## src/rtl/interp_upsampler.sv

```systemverilog
// interp_upsampler: signed linear-interpolating upsampler (x2/x4/x8/x16).
// Define INTERP_ROUND_EN for round-half-up steps instead of floor.
module interp_upsampler #(
   parameter int BIT_WIDTH = 16
) (
   input  logic                        clk,
   input  logic                        rst_n,
   input  logic                        sclr,
   input  logic [2:0]                  interp_sel,
   input  logic signed [BIT_WIDTH-1:0] d,
   input  logic                        in_valid,
   output logic                        in_ready,
   output logic signed [BIT_WIDTH-1:0] q,
   output logic                        out_valid,
   input  logic                        out_ready
);

   localparam int PW = BIT_WIDTH + 6;

   typedef enum logic {
      IDLE,
      RUN
   } state_t;

   state_t                      state_q, state_d;
   logic signed [BIT_WIDTH-1:0] prev_q, prev_d;
   logic signed [BIT_WIDTH-1:0] cur_q, cur_d;
   logic signed [BIT_WIDTH-1:0] q_q, q_d;
   logic [4:0]                  k_q, k_d;
   logic [2:0]                  s_q, s_d;
   logic                        out_valid_q, out_valid_d;

   logic [2:0] sel_s;
   logic [4:0] len;
   logic       last;
   logic       accept;
   logic       adv;

   // prev + ((cur - prev) * k) >>> s, optionally rounded half-up
   function automatic logic signed [BIT_WIDTH-1:0] interp(
      input logic signed [BIT_WIDTH-1:0] p,
      input logic signed [BIT_WIDTH-1:0] c,
      input logic [4:0]                  k,
      input logic [2:0]                  s
   );
      logic signed [BIT_WIDTH:0] diff;
      logic signed [PW-1:0]      prod;
      logic signed [PW-1:0]      stp;
`ifdef INTERP_ROUND_EN
      logic signed [PW-1:0]      rnd;
`endif
      diff = {c[BIT_WIDTH-1], c} - {p[BIT_WIDTH-1], p};
      prod = PW'(diff) * PW'($signed({1'b0, k}));
`ifdef INTERP_ROUND_EN
      rnd  = PW'(1) << (s - 3'd1);
      prod = prod + rnd;
`endif
      stp  = prod >>> s;
      return p + stp[BIT_WIDTH-1:0];
   endfunction

   // factor select to log2(L)
   always_comb begin
      unique case (interp_sel)
         3'b000:  sel_s = 3'd1;
         3'b001:  sel_s = 3'd2;
         3'b010:  sel_s = 3'd3;
         default: sel_s = 3'd4;
      endcase
   end

   // handshake qualifiers; in_ready follows out_ready on the last sample
   always_comb begin
      len      = 5'd1 << s_q;
      last     = (state_q == RUN) && (k_q == len);
      in_ready = !sclr && ((state_q == IDLE) || (last && out_ready));
      accept   = in_valid && in_ready;
      adv      = (state_q == RUN) && out_ready && !last;
   end

   // next-state: clear, accept/restart, advance, or finish the burst
   always_comb begin
      state_d     = state_q;
      prev_d      = prev_q;
      cur_d       = cur_q;
      q_d         = q_q;
      k_d         = k_q;
      s_d         = s_q;
      out_valid_d = out_valid_q;
      if (sclr) begin
         state_d     = IDLE;
         prev_d      = '0;
         cur_d       = '0;
         q_d         = '0;
         k_d         = '0;
         s_d         = '0;
         out_valid_d = 1'b0;
      end else if (accept) begin
         state_d     = RUN;
         prev_d      = cur_q;
         cur_d       = d;
         s_d         = sel_s;
         k_d         = 5'd1;
         out_valid_d = 1'b1;
         q_d         = interp(cur_q, d, 5'd1, sel_s);
      end else if (adv) begin
         k_d = k_q + 5'd1;
         q_d = interp(prev_q, cur_q, k_q + 5'd1, s_q);
      end else if (last && out_ready) begin
         state_d     = IDLE;
         out_valid_d = 1'b0;
      end
   end

   // state registers
   always_ff @(posedge clk or negedge rst_n) begin
      if (!rst_n) begin
         state_q     <= IDLE;
         prev_q      <= '0;
         cur_q       <= '0;
         q_q         <= '0;
         k_q         <= '0;
         s_q         <= '0;
         out_valid_q <= 1'b0;
      end else begin
         state_q     <= state_d;
         prev_q      <= prev_d;
         cur_q       <= cur_d;
         q_q         <= q_d;
         k_q         <= k_d;
         s_q         <= s_d;
         out_valid_q <= out_valid_d;
      end
   end

   assign q         = q_q;
   assign out_valid = out_valid_q;

endmodule

```

## config.mk

```make
export PLATFORM = sky130hd
export DESIGN_NAME = interp_upsampler
export DESIGN_NICKNAME = d
export VERILOG_FILES = /design/src/rtl/interp_upsampler.sv
export SDC_FILE = /design/constraint.sdc
export NUM_CORES = 1
export LEC_CHECK = 0
export BUFFER_PORTS_ARGS = -buffer_cell sky130_fd_sc_hd__buf_2
export CAP_MARGIN = 20
export CORE_ASPECT_RATIO = 1.4
export CORE_MARGIN = 2
export CORE_UTILIZATION = 30
export DETAILED_ROUTE_END_ITERATION = 8
export PLACE_DENSITY = 0.44
export SLEW_MARGIN = 0
export SYNTH_ARGS = -nofsm -noshare
export SYNTH_HDL_FRONTEND = slang
export SYNTH_SLANG_ARGS = --single-unit
```

## constraint.sdc

```tcl
create_clock -name clk -period 15.5 [get_ports clk]
set_input_delay 2.325 -clock clk [delete_from_list [all_inputs] [get_ports clk]]
set_output_delay 2.325 -clock clk [all_outputs]
set_load 0.05 [all_outputs]
```

**Word-level counts from Yosys, hierarchy flattened**

Index checks and enable logic that the tools add are counted.

- Add/subtract/negate cells: 5
- Multiply operators: 1
- Eq/ne operators: 4
- Shifts and indexed selects: 3
- Mux-type cells: 17
- Bitwise logic cells: 1
- Reductions and logical operators: 14

Operators with widths:

| kind | number |
|---|---|
| $mux W16 | 7 |
| $sub A16 B16 Y17 | 2 |
| $add A16 B16 Y16 | 2 |
| $mul A17 B6 Y22 | 1 |
| $sshr A22 B3 Y16 | 1 |
| $sshr A17 B3 Y16 | 1 |
| $mux W5 | 3 |
| $pmux W3 S3 | 1 |
| $logic_and A1 B1 Y1 | 6 |
| $mux W3 | 2 |
| $reduce_bool A3 Y1 | 2 |
| $add A5 B1 Y5 const B | 1 |
| $eq A5 B5 Y1 | 1 |
| $shl A1 B3 Y5 const A | 1 |
| $mux W1 | 4 |
| $eq A3 B1 Y1 const B | 1 |
| $eq A3 B2 Y1 const B | 1 |
| $logic_not A3 Y1 | 1 |
| $ne A3 B3 Y1 const B | 1 |
| $logic_not A1 Y1 | 2 |
| $reduce_and A2 Y1 | 1 |
| $reduce_bool A2 Y1 | 1 |
| $logic_or A1 B1 Y1 | 1 |
| $not A1 Y1 | 1 |

- Bits in registers: 57
- Bits of input ports: 24
- Output and inout bits: 18

**Logic depth before layout (Yosys ltp)**

- Word-level depth: 9
- Depth in mapped cells: 39
- Gate-level depth less buffers: 39

**Worst setup path before layout**

OpenSTA, ideal clock, no wires.

- Kind: reg-to-reg
- Start point: reg cur_q[0]
- End point: reg q_q[15] (netlist: q[15])
- Setup time: 0.068 ns
- Arrival: 7.797 ns
- Required time: 15.432 ns
- Path slack: 7.635 ns
- Cell stages (with the launch flop): 36
- Cells stage by stage: dfrtp_1 -> inv_1 -> ha_1 -> inv_1 -> fa_1 -> a21o_1 -> a21oi_1 -> o21bai_1 -> a21oi_1 -> o21a_1 -> o211ai_1 -> a31oi_1 -> xor2_1 -> nor2_1 -> fa_1 -> inv_1 -> fa_1 -> fa_1 -> inv_1 -> ha_1 -> a21o_1 -> a31oi_1 -> nand2_1 -> o31ai_1 -> o21ai_0 -> xor2_1 -> mux4_2 -> mux2_2 -> ha_1 -> or2_2 -> a21oi_1 -> a21oi_1 -> xnor2_1 -> nand3_1 -> o211ai_1 -> nand2b_1

- Longest elaborated chain between the ends: 7
- Elaborated cells on any way between the ends: 10

Ends and longest elaborated chain:

| what | line | source |
|---|---|---|
| start: declaration | 27 | `logic signed [BIT_WIDTH-1:0] cur_q, cur_d;` |
| start signal: assignment | 128 | `cur_q <= cur_d;` |
| $sub A16 B16 Y17 | 52 | `diff = {c[BIT_WIDTH-1], c} - {p[BIT_WIDTH-1], p};` |
| $mul A17 B6 Y22 | 53 | `prod = PW'(diff) * PW'($signed({1'b0, k}));` |
| $sshr A22 B3 Y16 | 58 | `stp = prod >>> s;` |
| $add A16 B16 Y16 | 59 | `return p + stp[BIT_WIDTH-1:0];` |
| $mux W16 | 106 | `end else if (adv) begin` |
| $mux W16 (*) | 98 | `end else if (accept) begin` |
| $mux W16 (*) | 90 | `if (sclr) begin` |
| end signal: assignment | 129 | `q_q <= q_d;` |
| end: declaration | 28 | `logic signed [BIT_WIDTH-1:0] q_q, q_d;` |

Mark *: on every way between the ends. The rest lies on a longest branch, timed or not. The select of a mux whose other input is x is not followed.
A chain may end at the register's enable or synchronous reset.

**Worst setup path after layout**

Ends and elaborated chain as after synthesis.

==> run summary <==
Outcome - finished clean
CTS tree - yes
I/O pin total - 42
PnR worst setup slack - 6.646 ns
Fin crit period - 8.854 ns
Maximum VDD drop - 60.25 uV
Worst-skew pair later-pin latency - 0.35 ns
Rel. slew slack - 32.08%
Syn avg cell area - 8.044 sq um
Total track usage - 17.01%
Sum Neg Setup Slack - 0 ns
Async SR Flop Fraction - 100.0%
Max cap viols - 0
Clock transition at the registers of the reported paths - 0.06 ns
Worst Max-Slew Pin Slew - 1.014 ns
Reg-to-reg startpoint - cur_q[0]
Final Cycle Share - 57.12%
Clk buf depth - 2
Uppermost layer routed - met4
DRT Pass-1 Iters - 5
Drt total wl - 25490 microns
Setup Crit Path Kind - reg -> reg
Setup Buffers After CTS - 0
Commonest non-fill, non-tap cell in the layout - inv_1
Netlist cell types - 77
Seq pwr share - 16.4%
H-tree depth - 3
Crit start category - flop
Die span in y - 209.6 microns
Wl on met1 - 10960 microns
First-pass GRT wire length - 42440 microns
GRT Residual Overflow - 0
Dpl hpwl - 21040 microns
Row count - 75
DR vias/cell - 4.990
PwrDens - 109.5 mW/mm^2
N_diodes - 0
Nets - 1331
CP startpoint - cur_q[0]
DRT iter0 DRCs - 253
Core footprint - 0.02984 sq mm
Hold-fix buffers, CTS - 0
Synth Net Count - 1308
Storage element area - 0.001426 sq mm
WHS - 0.4822 ns
CP max stage cell - fa_1
Unrepaired setup endpoints after global routing - no
Synth-to-Final Area Change - 10.37%
Die width - 150.9 microns
Cell mode on critical path - a21oi_1
Clock power share - 18.5%
WL met2 - 13750 microns
Layout filler cell count - 3215
Layout cells sized above 1 - 8.752%
R2r setup slk - 6.65 ns
Crit path to - q[15]
Vias in the first global route - 8083
Final slew viol count - 0
CTS root buf - clkbuf_16
Power Internal - 570.1 uW
Clock skew - 0.009761 ns
Comb power frac - 65.1%
Final Hold Vio Count - 0
R2R cell count - 36
Slowest stage delay, CP - 0.53 ns
Footprint of the multi-input gates - 0.006912 sq mm
Initial antenna violation count - 0
GPL Wtd Cong - 0.8018
Remaining DRCs - 0
Switch share - 47.91%
Crit-path max FO - 5
DR vias - 7679
Total CTS buffers - 9
Area of the die - 0.03162 sq mm
Post-route antenna net violation count - 0
Final setup fails - 0
Synth Instances - 1126
Synth Warn # - 0
Clk sinks - 57
CP Data Arrival Time - 9.14 ns
#FFs+latches synth - 57
Sequential area share after synthesis - 15.75%
Mapped cell area - 0.009057 sq mm
Place WS - 6.569 ns
Most frequent cells in the layout - 161 x inv_1, 131 x nor2_1, 103 x ha_1
Worst reg2reg endpoint - q[15]
Worst Hold Class - reg -> reg
CP endpoint kind - flop
IO buf count - 41
Switching pwr - 524.4 uW
Post-cts sizing count - 0
Static Leak - 4.648 nW
Fmax - 0.1129 GHz
Routed len/inst - 16.56 microns
Worst EP required - 15.78 ns
Top_reg_cell synth - dfrtp_1
Starting Density - 30.35%
Number of synthesized flops with an enable pin - 0
DR WL met3 - 385 microns
Largest net degree at the start of global routing - 58
state kept, by name (all words and copies together) (netlist names):
name,cells
s_q,3
k_q,5
q,16
cur_q,16
out_valid,1
prev_q,16
synthesized netlist by cell type (3+ instances only):
cell,number,area [sq um]
a2bb2oi_1,3,26.28
and2_1,7,43.79
o21ai_0,47,235.2
and3_1,5,31.28
a221o_1,3,30.03
dfrtp_1,57,1426
a21boi_0,5,37.54
o211ai_1,7,52.55
buf_2,4,20.02
fa_1,55,1101
mux2i_1,27,270.3
o31ai_1,7,52.55
a211oi_1,8,60.06
o21bai_1,6,45.04
xor2_1,34,297.8
xnor2_1,46,402.9
nand2b_1,14,87.58
nand3_1,17,85.08
a22oi_1,5,37.54
a21o_1,19,142.6
nor3_1,19,95.09
o21a_1,10,75.07
nand2_1,58,217.7
buf_1,4,15.01
a22o_1,17,148.9
nor2_1,132,495.5
o22ai_1,8,50.05
nor2b_1,19,118.9
inv_1,161,604.3
or2_1,6,37.54
a31oi_1,8,50.05
ha_1,103,1289
mux2_2,13,146.4
a21oi_1,68,340.3
or3_1,10,62.56
or2_2,6,37.54
clkbuf_1,30,112.6
a211o_1,3,26.28
a222oi_1,4,40.04
o21ai_1,23,115.1
critical path: cells and delay by family, from the launching register on:
kind | cells | cell delay, ns
adders and majority gates | 7 | 2.77
AOI/OAI and AO/OA | 14 | 2.39
and+or+nand+nor | 6 | 1.25
xor gates and xnor gates | 3 | 0.94
muxes | 2 | 0.76
DFF | 1 | 0.41
buffers and inverters | 4 | 0.24
worst min path at each step:
stage	slack [ns]	endpoint	from	depth (start not counted)
after global placement	0.46	q[6]	q[6]	2
after CTS	0.49	q[6]	q[6]	2
after global routing	0.52	q[6]	q[6]	2
after detailed placement	0.48	q[6]	q[6]	2
final	0.48	q[6]	q[6]	2
after floorplan	0.48	prev_q[10]	prev_q[10]	2
power groups by stage:
stage          Clock (mW)  Combinational (mW)  Sequential (mW)
5_1_grt             0.213               0.807            0.182
2_1_floorplan           0               0.513            0.210
6_report            0.203               0.712            0.180
3_3_place_gp            0               0.720            0.183
3_5_place_dp            0               0.717            0.183
4_1_cts             0.208               0.723            0.180
per-layer routing:
metal / vias up / global-route usage, %
met5: - / 0
met4: 0 / 4.608
met3: 22 / 1.457
met2: 66 / 31.91
met1: 3696 / 20.49
li1: 3895 / -
cells by family (layout without fill, tap and decap cells):
| logic type | after synthesis | count (layout) | synth area share (%) |
|---|---|---|---|
| AO/OA/AOI/OAI | 284 | 284 | 21.16 |
| XOR/XNOR | 80 | 80 | 7.736 |
| adder cells (fa/ha/maj) | 158 | 158 | 26.38 |
| buffers and inverters | 200 | 228 | 8.344 |
| flip-flops | 57 | 57 | 15.75 |
| multiplexers | 42 | 42 | 5.097 |
| AND/OR/NAND/NOR | 305 | 305 | 15.53 |
area by class of cell:
type | count | share of cell area [%]
Multi-Input combinational cell | 869 | 69.14
Sequential cell | 57 | 14.27
Inverter | 162 | 6.083
Tap cell | 385 | 4.819
Timing Repair Buffer | 50 | 2.728
Clock buffer | 10 | 2.390
Clock inverter | 6 | 0.5757
through the flow:
stage	cells	instance area [sq um]	total power [mW]	utilization (%)
3_5_place_dp	1523	9701	0.9001	32.51
4_1_cts	1539	9997	1.112	33.50
6_report	1539	9997	1.095	33.50
3_3_place_gp	1523	9701	0.9029	32.51
5_1_grt	1539	9997	1.202	33.50
2_1_floorplan	1126	9057	0.7230	-
Note: power is estimated with default switching activity, not from simulation.
